==> src/rtl/seg_pkg.sv <==
`default_nettype none
// ============================================================
// Package : seg_pkg
// Hex font table and segment bit positions for seven-segment drive.
// Rev     : 1.0
// ============================================================
package seg_pkg;

    localparam int unsigned SEG_A  = 0;
    localparam int unsigned SEG_B  = 1;
    localparam int unsigned SEG_C  = 2;
    localparam int unsigned SEG_D  = 3;
    localparam int unsigned SEG_E  = 4;
    localparam int unsigned SEG_F  = 5;
    localparam int unsigned SEG_G  = 6;
    localparam int unsigned SEG_DP = 7;

    // Entry n holds the a..g pattern for nibble value n (entry 15 listed first).
    localparam logic [15:0][6:0] SEG_FONT = {
        7'h71, 7'h79, 7'h5E, 7'h39, 7'h7C, 7'h77, 7'h6F, 7'h7F,
        7'h07, 7'h7D, 7'h6D, 7'h66, 7'h4F, 7'h5B, 7'h06, 7'h3F
    };

endpackage
`default_nettype wire

==> src/rtl/seg_hex_decode.sv <==
`default_nettype none
// ============================================================
// Module : seg_hex_decode
// Combinational nibble to a..g segment decoder.
// Rev    : 1.0
// ============================================================
module seg_hex_decode
    import seg_pkg::*;
(
    input  logic [3:0] nibble_i,
    output logic [6:0] seg_o
);

    assign seg_o = SEG_FONT[nibble_i];

endmodule
`default_nettype wire

==> src/rtl/seg_scan_drv.sv <==
`default_nettype none
// ============================================================
// Module : seg_scan_drv
// Multiplexed seven-segment scan driver: double-buffered digits,
// leading-zero blanking and PWM brightness.  Rev : 1.0
// ============================================================
module seg_scan_drv
    import seg_pkg::*;
#(
    parameter int NUM_DIGITS    = 8,
    parameter int PRESCALE_BITS = 16,
    parameter int PWM_BITS      = 4
)(
    input  logic                      CLK,
    input  logic                      RESET_N,
    input  logic                      OE,
    input  logic [4*NUM_DIGITS-1:0]   data,
    input  logic [NUM_DIGITS-1:0]     dp,
    input  logic                      data_valid,
    output logic                      data_ready,
    input  logic                      lzb,
    input  logic [PWM_BITS-1:0]       brightness,
    output logic [NUM_DIGITS-1:0]     drains,
    output logic [7:0]                leds,
    output logic                      frame_done
);

    localparam int IDX_W = (NUM_DIGITS > 1) ? $clog2(NUM_DIGITS) : 1;
    localparam logic [IDX_W-1:0] LAST_IDX = IDX_W'(NUM_DIGITS - 1);

    logic [PRESCALE_BITS-1:0] presc_q, presc_d;
    logic [IDX_W-1:0]         idx_q, idx_d;
    logic                     pend_q, pend_d;
    logic [4*NUM_DIGITS-1:0]  pend_data_q, pend_data_d;
    logic [NUM_DIGITS-1:0]    pend_dp_q, pend_dp_d;
    logic [4*NUM_DIGITS-1:0]  act_data_q, act_data_d;
    logic [NUM_DIGITS-1:0]    act_dp_q, act_dp_d;
    logic                     frame_done_q;
    logic [NUM_DIGITS-1:0]    drains_q, drains_d;
    logic [7:0]               leds_q, leds_d;

    logic                     tick;
    logic                     boundary;
    logic                     accept;
    logic [3:0]               nib [NUM_DIGITS];
    logic [NUM_DIGITS-1:0]    blank;
    logic                     blank_run;
    logic [3:0]               cur_nib;
    logic [6:0]               cur_seg;
    logic [PWM_BITS-1:0]      duty;
    logic                     lit;

    genvar gi;
    generate
        for (gi = 0; gi < NUM_DIGITS; gi++) begin : g_nib
            assign nib[gi] = act_data_q[4*gi +: 4];
        end
    endgenerate

    assign tick       = &presc_q;
    assign boundary   = tick && (idx_q == LAST_IDX);
    assign data_ready = ~pend_q;
    assign accept     = data_valid && ~pend_q;

    always_comb begin
        presc_d     = presc_q + PRESCALE_BITS'(1);
        idx_d       = idx_q;
        pend_d      = pend_q;
        pend_data_d = pend_data_q;
        pend_dp_d   = pend_dp_q;
        act_data_d  = act_data_q;
        act_dp_d    = act_dp_q;

        if (tick) begin
            idx_d = boundary ? '0 : idx_q + IDX_W'(1);
        end

        // accept needs pend_q clear, so it can never race the transfer below.
        if (accept) begin
            pend_d      = 1'b1;
            pend_data_d = data;
            pend_dp_d   = dp;
        end else if (boundary && pend_q) begin
            pend_d     = 1'b0;
            act_data_d = pend_data_q;
            act_dp_d   = pend_dp_q;
        end
    end

    // Blank from the top digit down while zero; digit 0 always shows.
    always_comb begin
        blank     = '0;
        blank_run = lzb;
        for (int i = NUM_DIGITS - 1; i >= 1; i--) begin
            blank_run = blank_run && (nib[i] == 4'h0);
            blank[i]  = blank_run;
        end
    end

    assign cur_nib = nib[idx_q];

    seg_hex_decode u_hex_decode (
        .nibble_i (cur_nib),
        .seg_o    (cur_seg)
    );

    assign duty = presc_q[PRESCALE_BITS-1 -: PWM_BITS];
    assign lit  = OE && (duty < brightness);

    always_comb begin
        drains_d = '0;
        leds_d   = '0;
        if (lit) begin
            drains_d[idx_q]      = 1'b1;
            leds_d[SEG_G:SEG_A]  = blank[idx_q] ? 7'h00 : cur_seg;
            leds_d[SEG_DP]       = act_dp_q[idx_q];
        end
    end

    always_ff @(posedge CLK or negedge RESET_N) begin
        if (!RESET_N) begin
            presc_q      <= '0;
            idx_q        <= '0;
            pend_q       <= 1'b0;
            pend_data_q  <= '0;
            pend_dp_q    <= '0;
            act_data_q   <= '0;
            act_dp_q     <= '0;
            frame_done_q <= 1'b0;
            drains_q     <= '0;
            leds_q       <= '0;
        end else begin
            presc_q      <= presc_d;
            idx_q        <= idx_d;
            pend_q       <= pend_d;
            pend_data_q  <= pend_data_d;
            pend_dp_q    <= pend_dp_d;
            act_data_q   <= act_data_d;
            act_dp_q     <= act_dp_d;
            frame_done_q <= boundary;
            drains_q     <= drains_d;
            leds_q       <= leds_d;
        end
    end

    assign drains     = drains_q;
    assign leds       = leds_q;
    assign frame_done = frame_done_q;

endmodule
`default_nettype wire
==> config.mk <==
export PLATFORM = sky130hd
export DESIGN_NAME = seg_scan_drv
export DESIGN_NICKNAME = d
export VERILOG_FILES = /design/src/rtl/seg_pkg.sv /design/src/rtl/seg_hex_decode.sv /design/src/rtl/seg_scan_drv.sv
export SDC_FILE = /design/constraint.sdc
export NUM_CORES = 1
export LEC_CHECK = 0
export ABC_AREA = 1
export CORE_ASPECT_RATIO = 0.7
export CORE_MARGIN = 2
export CORE_UTILIZATION = 30
export DETAILED_ROUTE_END_ITERATION = 8
export PLACE_DENSITY = 0.49
export SETUP_SLACK_MARGIN = 0.5
export SLEW_MARGIN = 20
export SYNTH_ARGS = -nofsm -noshare
export SYNTH_HDL_FRONTEND = slang
export SYNTH_HIERARCHICAL = 1
export SYNTH_SLANG_ARGS = --single-unit
==> constraint.sdc <==
create_clock -name CLK -period 4.1 [get_ports CLK]
set_input_delay 0.82 -clock CLK [delete_from_list [all_inputs] [get_ports CLK]]
set_output_delay 0.82 -clock CLK [all_outputs]
set_load 0.02 [all_outputs]
Yosys cells after proc, flatten, opt, wreduce, memory -nomap -nowiden
Memory sizes are Yosys's and may differ from the RTL's.
Cells that the tools add are included.
{"block": "totals", "regBits": 117, "romBits": 112, "output_inout_bits": 18, "word_cells": 60, "mem_count": 1}
{"block": "classes", "addsub": 2, "n_lt_le_gt_ge": 5, "eq_ne": 1, "mux": 16, "bitwise": 3, "reduce_logical": 22}
{"memory": "(no name shown)", "words": 16, "word_bits": 7, "rd": 1, "rd_clocked_by_memory_dff": 0, "write_ports": 0, "line": "seg_hex_decode.sv:14", "source": "assign seg_o = SEG_FONT[nibble_i];"}
{"op": "logical NOT 4 bit", "n": 7}
{"op": "adder 16 x 1 -> 16 bit, second input constant", "n": 1}
{"op": "2-to-1 mux 8 bit", "n": 2}
{"op": "AND reduction 16 bit", "n": 1}
{"op": "2-to-1 mux 7 bit", "n": 2}
{"op": "binary-select mux 4 bit (select 3 bit)", "n": 1}
{"op": "logical AND 1 bit", "n": 12}
{"op": "2-to-1 mux 4 bit", "n": 2}
{"op": "binary-select mux 1 bit (select 3 bit)", "n": 2}
{"op": "less-than comparator 4 x 5 -> 1 bit, second input constant", "n": 1}
{"op": "2-to-1 mux 1 bit", "n": 5}
{"op": ">= comparator 4 bit, second input constant", "n": 1}
{"op": "less-than comparator 3 x 4 -> 1 bit, second input constant", "n": 1}
{"op": "less-than comparator 4 bit", "n": 1}
{"op": "inverter 3 -> 4 bit", "n": 1}
{"op": "adder 3 x 1 -> 3 bit, second input constant", "n": 1}
{"op": "demux 1 bit (select 3 bit)", "n": 1}
{"op": "equality test 3 bit, second input constant", "n": 1}
{"op": ">= comparator 3 x 1 -> 1 bit, second input constant", "n": 1}
{"op": "2-to-1 mux 3 bit", "n": 1}
{"op": "inverter 1 bit", "n": 2}
{"op": "AND reduction 2 bit", "n": 1}
{"op": "nonzero test 2 bit", "n": 1}

Logic depth before layout (Yosys ltp)
Gate-level depths: netlist (run 1).
{"block": "depth", "depth_word": 12, "mapped_depth": 14, "mapped_depth_nobuf": 13}

Cells and area by module
The synthesis (run 1) kept the hierarchy.
{"mod": "seg_scan_drv", "instances": 1, "cells_each": 523, "area_per_inst_um2": 5171.2}
{"mod": "seg_hex_decode", "instances": 1, "cells_each": 52, "area_per_inst_um2": 270.3}

Least setup slack after synthesis (run 1)
OpenSTA, ideal clock, no wires.
{"block": "synth_timing", "path_type": "flip-flop to flip-flop", "from": "register idx_q[0]", "to": "register leds_q[3], in the netlist leds[3]", "arrival_time_ns": 2.164, "required_ns": 3.968, "setup_slack_ns": 1.804, "stages_incl_launch_ff": 14, "synth_period_minus_slack_ns": 2.296, "cell_sequence": "dfrtp_1 > buf_2 > clkinv_1 > clkbuf_1 > o21ai_0 > o2111ai_1 > inv_1 > ha_1 > nand2_1 > o21ai_0 > nand2_1 > nand2_1 > nand4_1 > nor2_1"}
{"block": "synth_between", "elab_chain_len": 8, "elab_cells_between_ends": 10, "classes_between": "mux (8); bitwise (1); memory (1)"}
{"element": "from (decl)", "line": "seg_scan_drv.sv:32", "source": "logic [IDX_W-1:0] idx_q, idx_d;"}
{"element": "from (signal assigned)", "line": "seg_scan_drv.sv:134", "source": "idx_q <= idx_d;"}
{"element": "inverter 3 -> 4 bit (not written as such)", "line": "seg_scan_drv.sv:100", "source": "assign cur_nib = nib[idx_q];"}
{"element": "binary-select mux 4 bit (select 3 bit)", "line": "seg_scan_drv.sv:100"}
{"element": "2-to-1 mux 4 bit (not written as such) (2 in a row)", "line": "seg_scan_drv.sv:100"}
{"element": "net cur_nib[1]", "line": "seg_scan_drv.sv:48", "source": "logic [3:0] cur_nib;"}
{"element": "memory (16 x 7 bit)"}
{"element": "2-to-1 mux 7 bit (not written as such)", "line": "seg_hex_decode.sv:14"}
{"element": "net cur_seg[3]", "line": "seg_scan_drv.sv:49", "source": "logic [6:0] cur_seg;"}
{"element": "2-to-1 mux 7 bit", "line": "seg_scan_drv.sv:115", "source": "leds_d[SEG_G:SEG_A] = blank[idx_q] ? 7'h00 : cur_seg;"}
{"element": "2-to-1 mux 8 bit", "line": "seg_scan_drv.sv:113", "source": "if (lit) begin"}
{"element": "net leds_d[3]", "line": "seg_scan_drv.sv:40", "source": "logic [7:0] leds_q, leds_d;"}
{"element": "to (signal assigned)", "line": "seg_scan_drv.sv:142", "source": "leds_q <= leds_d;"}
{"element": "to (decl)", "line": "seg_scan_drv.sv:40"}
The timed path passes the listed nets, and every way through them passes these cells. The select of a mux whose other input is x is not followed.
A chain may end at the register's enable or synchronous reset.

Final worst setup path (run 1)
Same ends and word-level chain as after synthesis.

==> run_results.csv, run 1 <==
group,metric,value,unit
clocking,clock_path_buffers,2,
die,fp.dieH,117,µm
layout,fin_util,38.2,%
placed_design,gp_congestion,0.790,
min_path,hp-class,"flop to flop",
yosys,ys.flop_type,"dfrtp_1",
critical_path,r2r_start,"idx_q[0]",
power,combPwrFrac,3.6,%
sta,period_share,69.5,%
yosys,syn_inst,575,
die,dieWidth,165,µm
layout,fin_cells,889,
yosys,synth_common_cells,"164 x nand2_1, 117 x dfrtp_1, 62 x nand3_1, 51 x nor2_1, 40 x mux2_2",
power,powerDensity,384,nW/µm²
sta,fin_skew,0.00996,ns
critical_path,reg2reg_to,"leds[3]",
layout,layout-drive-gt1-share,13.0,%
yosys,ys_warn_count,6,
sta,holdWs,0.455,ns
sta,worstMarginPinSlew,0.756,ns
yosys,synth-seq-cells,117,
critical_path,regToRegSetupSlack,1.25,ns
critical_path,r2r_cells,13,
sta,period_minus_slack,2.85,ns
critical_path,crit_path_end,"leds[3]",
layout,synthToLayoutAreaGrowth,25.8,%
power,seq_power_share,44.2,%
clocking,postCtsSetupRepairBufs,0,
power,p_int,2.08,mW
critical_path,start_kind,"flop",
sta,report.final.slew_viol_count,0,
layout,final_area,6840,µm²
yosys,async_flop_share,100,%
sta,setup_slack,1.25,ns
clocking,numCtsBuffers,17,
global_routing,grt_usage,14.1,%
detailed_routing,antenna_left,0,
yosys,avgSynthCellArea,9.46,µm²
critical_path,cp_max_fo,35,
yosys,yosys.area.top_type,"dfrtp_1",
placed_design,place_inst,859,
detailed_routing,wl,12.0,mm
sta,finalHoldViolCount,0,
detailed_routing,drc,0,
die,die_area,19200,µm²
yosys,synth.area.top_cells,"dfrtp_1 54%, nand2_1 11%, mux2_2 8.3%",
detailed_routing,first_iter_violations,235,
detailed_routing,wl_per_cell,13.5,µm
sta,fmax,351,MHz
yosys,syn-num-nets,637,
clocking,cts_hold_buf,0,
detailed_routing,vias,3996,
clocking,cts.sinks,117,
clocking,cts_root_buf,"clkbuf_16",
yosys,synth_area,5440,µm²
critical_path,critical_path_required,4.36,ns
yosys,seq_area_frac_synth,53.8,%
global_routing,antenna_found_initial,0,
layout,nets,704,
power,vdd_drop_max,201,µV
sta,grt_setup_unrepaired,"no",
critical_path,arrival,3.11,ns
sta,timing.setup.tns,0,ns
die,core_area,17900,µm²
clocking,clk_pin_slew,0.05,ns
clocking,cts_max_level,4,
placed_design,dpl.hpwl,8.69,mm
layout,num_antenna_cells,0,
yosys,yosys.area.top_type_share,53.8,%
detailed_routing,vias_per_cell,4.49,
run_status,status,"complete, no violations",
flow_run,drv_cap,0,
power,power,2.63,mW
power,switchingPower,544,µW
detailed_routing,firstDrtPassIters,4,
sta,setup_viol,0,
clocking,cts_tree,"done",
die,io_pins,67,
yosys,yosysMostFrequentCell,"nand2_1",
clocking,cts_resized,0,
critical_path,cp-end-kind,"flop",
sta,slew_headroom,49.5,%
critical_path,path_class,"flop to flop",
yosys,ys_types,27,
yosys,synth_edf_count,0,
global_routing,grt_overflow,0,
placed_design,placed_area,6290,µm²
global_routing,grt_max_degree,63,
die,start_util,30.4,%
global_routing,grt_pass1_vias,4028,
placed_design,port_buffers,66,
placed_design,dp_slack,1.27,ns
power,power_frac_clock,52.2,%
die,row_count,41,
clocking,clk_latency,0.40,ns
critical_path,cp-startpoint,"idx_q[0]",
global_routing,grt_pass1_wl,21.0,mm
power,swShare,20.7,%
power,cellLeakagePower,3.38,nW
critical path, stage by stage (launching register included):
cell and delay (ns):
dfrtp_1 0.32, buf_4 0.31, clkinv_1 0.48, o21a_1 0.32
o21ai_0 0.07, o2111ai_1 0.27, inv_1 0.22, ha_1 0.26
nand2_1 0.07, o21ai_0 0.10, nand2_1 0.09, nand2_1 0.06
nand4_1 0.09, nor2_1 0.05
power groups by stage:
stage,registers [mW],logic (mW),clock network [mW]
after detailed placement,1.18,0.0985,0
after global placement,1.18,0.0969,0
after global routing,1.16,0.107,1.47
final,1.16,0.0950,1.37
after CTS,1.16,0.0988,1.41
after floorplan,1.19,0.00944,0
logic make-up (layout without fill, tap and decap cells):
family	count (synthesis)	in the layout	synth area share [%]
and+or+nand+nor	298	298	23.6
muxes	40	40	8.28
buffers and inverters	59	137	5.36
AOI/OAI and AO/OA	35	35	3.86
xor gates and xnor gates	13	13	2.09
DFF	117	117	53.8
adders and majority gates	13	13	2.99
placed cells by master, fill, tap and decap left out, drive strengths merged, types with 4 or more instances in the layout:
master and instances:
o2111ai 4, inv 34, mux2 40, a21oi 5, nand4 11, o211ai 5
nand2 170, dfrtp 117, nor2 53, xnor2 8, clkdlybuf4s50 65, xor2 5
ha 13, o21ai 18, clkbuf 22, buf 7, clkinvlp 5, nand3 62
layer usage:
layer  up-vias  global-route usage, %  routed length (µm)
met5         -                      0                   0
met4         0                   4.35                 123
met3        10                   3.84                 483
met2        83                   18.7                4650
met1      1892                   21.9                6740
li1       2011                      -                   -
sequential cells by signal, summed over array words and instances, names as in the netlist:
name         flops
drains           8
leds             8
presc_q         16
idx_q            3
pend_data_q     32
frame_done       1
act_dp_q         8
pend_q           1
act_data_q      32
pend_dp_q        8
worst min path at each step:
| stage | to | cells past startpoint | slack (ns) | start |
|---|---|---|---|---|
| after floorplan | presc_q[0] | 1 | 0.42 | presc_q[0] |
| after global placement | presc_q[0] | 1 | 0.44 | presc_q[0] |
| after detailed placement | presc_q[0] | 1 | 0.45 | presc_q[0] |
| after CTS | presc_q[0] | 1 | 0.46 | presc_q[0] |
| after global routing | presc_q[0] | 1 | 0.49 | presc_q[0] |
| final | presc_q[0] | 1 | 0.45 | presc_q[0] |
layout make-up:
type                       instances  area, µm²
clock buffer                      22        474
clock inverter                     8       77.6
fill                            1792      11100
inverter                          35        131
multi-input combinational        399       2220
sequential                       117       2930
tap                              236        295
timing repair buffer              72        716
Power figures use the tool's default switching activity.
==> inputs of run 2 (changes only) <==
- PLACE_DENSITY: 0.49 -> 0.51
- clock period: 4.1 -> 2.4 ns (I/O delays scaled with it)
==> run_results.csv, run 2 (same netlist as run 1, synthesis figures left out) <==
group,metric,value,unit
run_status,status,"complete, no violations",
clocking,cts_tree,"done",
detailed_routing,wl,13.9,mm
placed_design,dp_slack,0.179,ns
sta,fmax,470,MHz
global_routing,grt_pass1_wl,22.3,mm
sta,period_share,88.6,%
global_routing,grt_overflow,0,
critical_path,critical_path_required,2.67,ns
sta,timing.setup.tns,0,ns
layout,final_cell_mix,"157 x nand2_1, 114 x dfrtp_1, 62 x nand3_1",
sta,period_minus_slack,2.13,ns
power,power,4.91,mW
sta,setup_viol,0,
sta,slew_headroom,54.2,%
detailed_routing,vias,4183,
power,cellLeakagePower,3.69,nW
detailed_routing,drc,0,
clocking,cts_root_buf,"clkbuf_16",
detailed_routing,wl_per_cell,15.2,µm
critical_path,cp_max_fo,4,
flow_run,drv_cap,0,
critical_path,arrival,2.40,ns
sta,finalHoldViolCount,0,
clocking,numCtsBuffers,17,
placed_design,port_buffers,66,
detailed_routing,antenna_left,0,
die,core_area,17900,µm²
critical_path,cp-end-kind,"flop",
global_routing,grt_max_degree,118,
global_routing,grt_pass1_vias,4298,
layout,fin_util,41.4,%
clocking,clk_pin_slew,0.06,ns
critical_path,start_kind,"flop",
layout,synthToLayoutAreaGrowth,36.2,%
die,fp.dieH,117,µm
detailed_routing,first_iter_violations,235,
sta,setup_slack,0.273,ns
die,row_count,41,
die,io_pins,67,
layout,num_antenna_cells,0,
power,powerDensity,662,nW/µm²
sta,worstMarginPinSlew,0.686,ns
sta,fin_skew,0.0121,ns
clocking,clock_path_buffers,2,
layout,nets,727,
clocking,clk_latency,0.42,ns
placed_design,gp_congestion,0.792,
clocking,cts_hold_buf,0,
min_path,hp-class,"primary input to asynchronous set/reset pin",
clocking,cts_max_level,4,
global_routing,antenna_found_initial,0,
die,die_area,19200,µm²
layout,num-fill-cells,1721,
power,vdd_drop_max,388,µV
detailed_routing,vias_per_cell,4.58,
die,dieWidth,165,µm
sta,report.final.slew_viol_count,0,
critical_path,path_class,"flop to flop",
layout,reg_top3,"act_data_q x32, pend_data_q x32, presc_q x16",
placed_design,dpl.hpwl,8.62,mm
global_routing,grt_usage,15.1,%
layout,layout_commonest_cell,"nand2_1",
sta,grt_setup_unrepaired,"yes",
die,start_util,30.4,%
detailed_routing,firstDrtPassIters,6,
clocking,cts.sinks,117,
layout,layout-drive-gt1-share,20.6,%
run 2: cell count changes in the layout (fill, tap and decap cells not counted), sizes merged, moves of 2 or more:
cell,previous run,this run
dlymetal6s2s,0,3
clkinvlp,5,2
buf,7,27
dlygate4sd2,0,2
bufinv,1,4
clkdlybuf4s50,65,60
inv,34,38
run 2: layout make-up:
| cell class | instances | area (µm²) | area share [%] |
|---|---|---|---|
| Sequential cell | 117 | 2930 | 39.6 |
| Clock buffer | 19 | 453 | 6.11 |
| Multi-Input combinational cell | 400 | 2370 | 32.0 |
| Tap cell | 236 | 295 | 3.98 |
| Timing Repair Buffer | 94 | 1020 | 13.7 |
| Inverter | 35 | 151 | 2.04 |
| Clock inverter | 13 | 193 | 2.60 |
run 2: path summary, 6_finish.rpt:
path                       depth (start not counted)     endpoint  slack, ns  startpoint
setup / recovery                                  12      leds[4]       0.27    idx_q[0]
hold / removal                                     2  presc_q[11]       0.09     RESET_N
setup reg to reg                                  12      leds[4]       0.27    idx_q[0]
hold reg to reg                                    1   presc_q[0]       0.45  presc_q[0]
max in group asynchronous                          2     idx_q[2]       1.69     RESET_N
min in group CLK                                   1   presc_q[0]       0.45  presc_q[0]
run 2: layer usage:
layer  part of all wire (%)  GRT usage [%]  vias to the layer above
met5                      0              0                        -
met4                   0.34           3.48                        0
met3                    5.0           4.05                        6
met2                     43           22.1                      106
met1                     52           22.3                     1999
li1                       -              -                     2072
run 2: stage by stage:
step / std cells / hold WS [ns] / area, µm²
after detailed placement: 863 / 0.441 / 6410
after floorplan: 575 / 0.184 / 5510
after CTS: 909 / 0.178 / 7250
after global routing: 914 / 0.190 / 7410
after global placement: 863 / 0.438 / 6410
final: 914 / 0.0878 / 7410
run 2: timing repair:
action / CTS / global route
gates resized for setup: 23 / 25
cloned: 2 / 3
pin swaps: 11 / 16
buffers inserted: 12 / 2
endpoints found under the setup margin: 49 / 59
endpoints found under the hold margin: 0 / 0
run 2: worst max-delay path: stages, from the launching register on:
cell	delay, ns
dfrtp_2	0.43
buf_12	0.14
buf_12	0.12
o211ai_1	0.26
o2111ai_4	0.27
buf_4	0.21
ha_1	0.16
nor2_1	0.09
nand2_1	0.06
nand2_1	0.06
inv_1	0.04
nand4_1	0.08
nor2_1	0.06
run 2: power by group:
part | switching, mW | total (mW) | internal (mW)
clock | 0.956 | 2.76 | 1.81
sequential | 0.00285 | 1.98 | 1.98
combinational | 0.0732 | 0.162 | 0.0891
==> inputs of run 3 (changes only) <==
- CAP_MARGIN: default -> 40
- CORE_UTILIZATION: 30 -> 23
- PLACE_DENSITY: 0.51 -> 0.42
==> run_results.csv, run 3 (same netlist as run 1, synthesis figures left out) <==
group,metric,value,unit
placed_design,place_inst,949,
placed_design,placed_area,6510,µm²
power,p_int,3.83,mW
layout,fin_cells,1001,
die,row_count,47,
global_routing,antenna_found_initial,0,
sta,holdWs,0.447,ns
sta,finalHoldViolCount,0,
detailed_routing,first_iter_violations,244,
global_routing,use_met3,3.08,%
clocking,cts.sinks,117,
sta,period_minus_slack,2.06,ns
min_path,hp-class,"flop to flop",
die,fp.dieH,133,µm
sta,period_share,85.7,%
sta,timing.setup.tns,0,ns
global_routing,grt_pass1_vias,4274,
layout,nets,733,
sta,slew_headroom,58.1,%
power,power_frac_clock,55.1,%
critical_path,crit_path_frequent_cell,"nand2_1",
clocking,numCtsBuffers,17,
detailed_routing,antenna_left,0,
layout,num-fill-cells,2396,
placed_design,dp_slack,0.276,ns
detailed_routing,wl,14.5,mm
layout,layout-drive-gt1-share,22.1,%
power,switchingPower,962,µW
power,vdd_drop_max,420,µV
clocking,clk_latency,0.41,ns
global_routing,met2_usage,15.5,%
layout,num_antenna_cells,0,
critical_path,arrival,2.39,ns
global_routing,grt_usage,11.6,%
clocking,clock_path_buffers,2,
critical_path,cp_slowest_cell,"dfrtp_2",
die,dieWidth,188,µm
sta,grt_setup_unrepaired,"yes",
global_routing,met1_usage,17.6,%
critical_path,path_class,"flop to flop",
detailed_routing,wl_per_cell,14.5,µm
layout,synthToLayoutAreaGrowth,37.8,%
sta,setup_slack,0.344,ns
clocking,cts_max_level,4,
die,io_pins,67,
placed_design,port_buffers,66,
sta,fmax,486,MHz
layout,reg_top3,"act_data_q x32, pend_data_q x32, presc_q x16",
sta,fin_skew,0.00748,ns
die,die_area,24900,µm²
global_routing,grt.busiest_layer,"met1",
die,core_area,23500,µm²
sta,worstMarginPinSlew,0.628,ns
global_routing,grt_max_degree,62,
sta,setup_viol,0,
power,cellLeakagePower,3.65,nW
clocking,cts_tree,"done",
placed_design,dpl.hpwl,9.83,mm
power,combPwrFrac,3.5,%
layout,final_area,7500,µm²
detailed_routing,vias_per_cell,4.25,
die,start_util,23.2,%
global_routing,grt_overflow,0,
critical_path,cp_max_fo,7,
critical_path,start_kind,"flop",
power,powerDensity,640,nW/µm²
power,seq_power_share,41.4,%
layout,final_cell_mix,"158 x nand2_1, 114 x dfrtp_1, 61 x nand3_1",
detailed_routing,vias,4253,
critical_path,critical_path_required,2.73,ns
clocking,clk_pin_slew,0.06,ns
clocking,cts_root_buf,"clkbuf_16",
sta,report.final.slew_viol_count,0,
power,swShare,20.1,%
global_routing,grt_pass1_wl,22.7,mm
critical_path,slowest_delay,0.49,ns
critical_path,cp-end-kind,"flop",
critical_path,worstPathCellList,"buf_12 -> o211ai_1 -> o2111ai_2 -> inv_2 -> ha_2 -> nand2_2 -> nand2_1 -> nand2_1 -> nand2_1 -> nand4_1 -> nor2_1",
detailed_routing,drc,0,
layout,layout_commonest_cell,"nand2_1",
detailed_routing,firstDrtPassIters,4,
run_status,status,"complete, no violations",
placed_design,gp_congestion,0.816,
flow_run,drv_cap,0,
[run 3: cell types whose count changed in the layout (fill, tap and decap cells not counted), sizes merged]
cell | previous run | this run
buf | 27 | 29
bufinv | 4 | 3
clkbuf | 21 | 26
clkinv | 4 | 5
clkinvlp | 2 | 1
dlygate4sd2 | 2 | 3
dlygate4sd3 | 0 | 1
dlymetal6s2s | 3 | 2
inv | 38 | 34
nand2 | 171 | 173
[run 3: repair_timing]
item,4_1_cts,5_1_grt
hold endpoints to repair,21,0
endpoints found under the setup margin,51,49
resized for setup,16,33
setup buffers,7,7
cloned,0,6
pin swaps,4,22
hold buffers,1,0
[run 3: final timing paths]
| path | cells past startpoint | to | from | slack (ns) |
|---|---|---|---|---|
| worst max-delay path | 11 | leds[5] | idx_q[0] | 0.34 |
| worst min-delay path | 1 | presc_q[0] | presc_q[0] | 0.45 |
| worst max register to register | 11 | leds[5] | idx_q[0] | 0.34 |
| worst min register to register | 1 | presc_q[0] | presc_q[0] | 0.45 |
| max in group asynchronous | 3 | pend_data_q[18] | RESET_N | 1.11 |
| min in group asynchronous | 2 | presc_q[13] | RESET_N | 0.52 |
[run 3: cell type report]
| class | count | area, µm² | area share [%] |
|---|---|---|---|
| clock buffers | 23 | 498 | 6.64 |
| clock inverters | 8 | 121 | 1.62 |
| inverters | 35 | 139 | 1.85 |
| multi-input cells | 402 | 2380 | 31.8 |
| flip-flops and latches | 117 | 2930 | 39.1 |
| well taps | 318 | 398 | 5.31 |
| repair buffers | 98 | 1030 | 13.7 |
[run 3: power groups by stage]
stage | Sequential (mW) | Combinational (mW) | Clock [mW]
floorplan | 2.03 | 0.0160 | 0
finish | 1.99 | 0.168 | 2.64
global placement | 2.02 | 0.170 | 0
CTS | 1.98 | 0.175 | 2.71
detailed placement | 2.02 | 0.173 | 0
global route | 1.98 | 0.187 | 2.80
[run 3: critical path: cells and delay by family, from the launching register on]
family                     cells  cell delay [ns]
AOI/OAI and AO/OA              2             0.51
DFF                            1             0.49
adders and majority gates      1             0.19
and+or+nand+nor                6             0.44
buffers and inverters          2             0.34
[run 3: routing by layer]
metal	vias to the layer above	part of all wire, %
met1	2082	54
met3	2	4.2
met5	-	0
met4	0	0.21
met2	73	42
li1	2096	-
[run 3: per-stage QoR]
step	power [mW]	util (%)
final	4.80	32.0
after global routing	4.97	32.0
after CTS	4.87	30.8
after detailed placement	2.19	27.8
after global placement	2.19	27.8
after floorplan	2.04	-
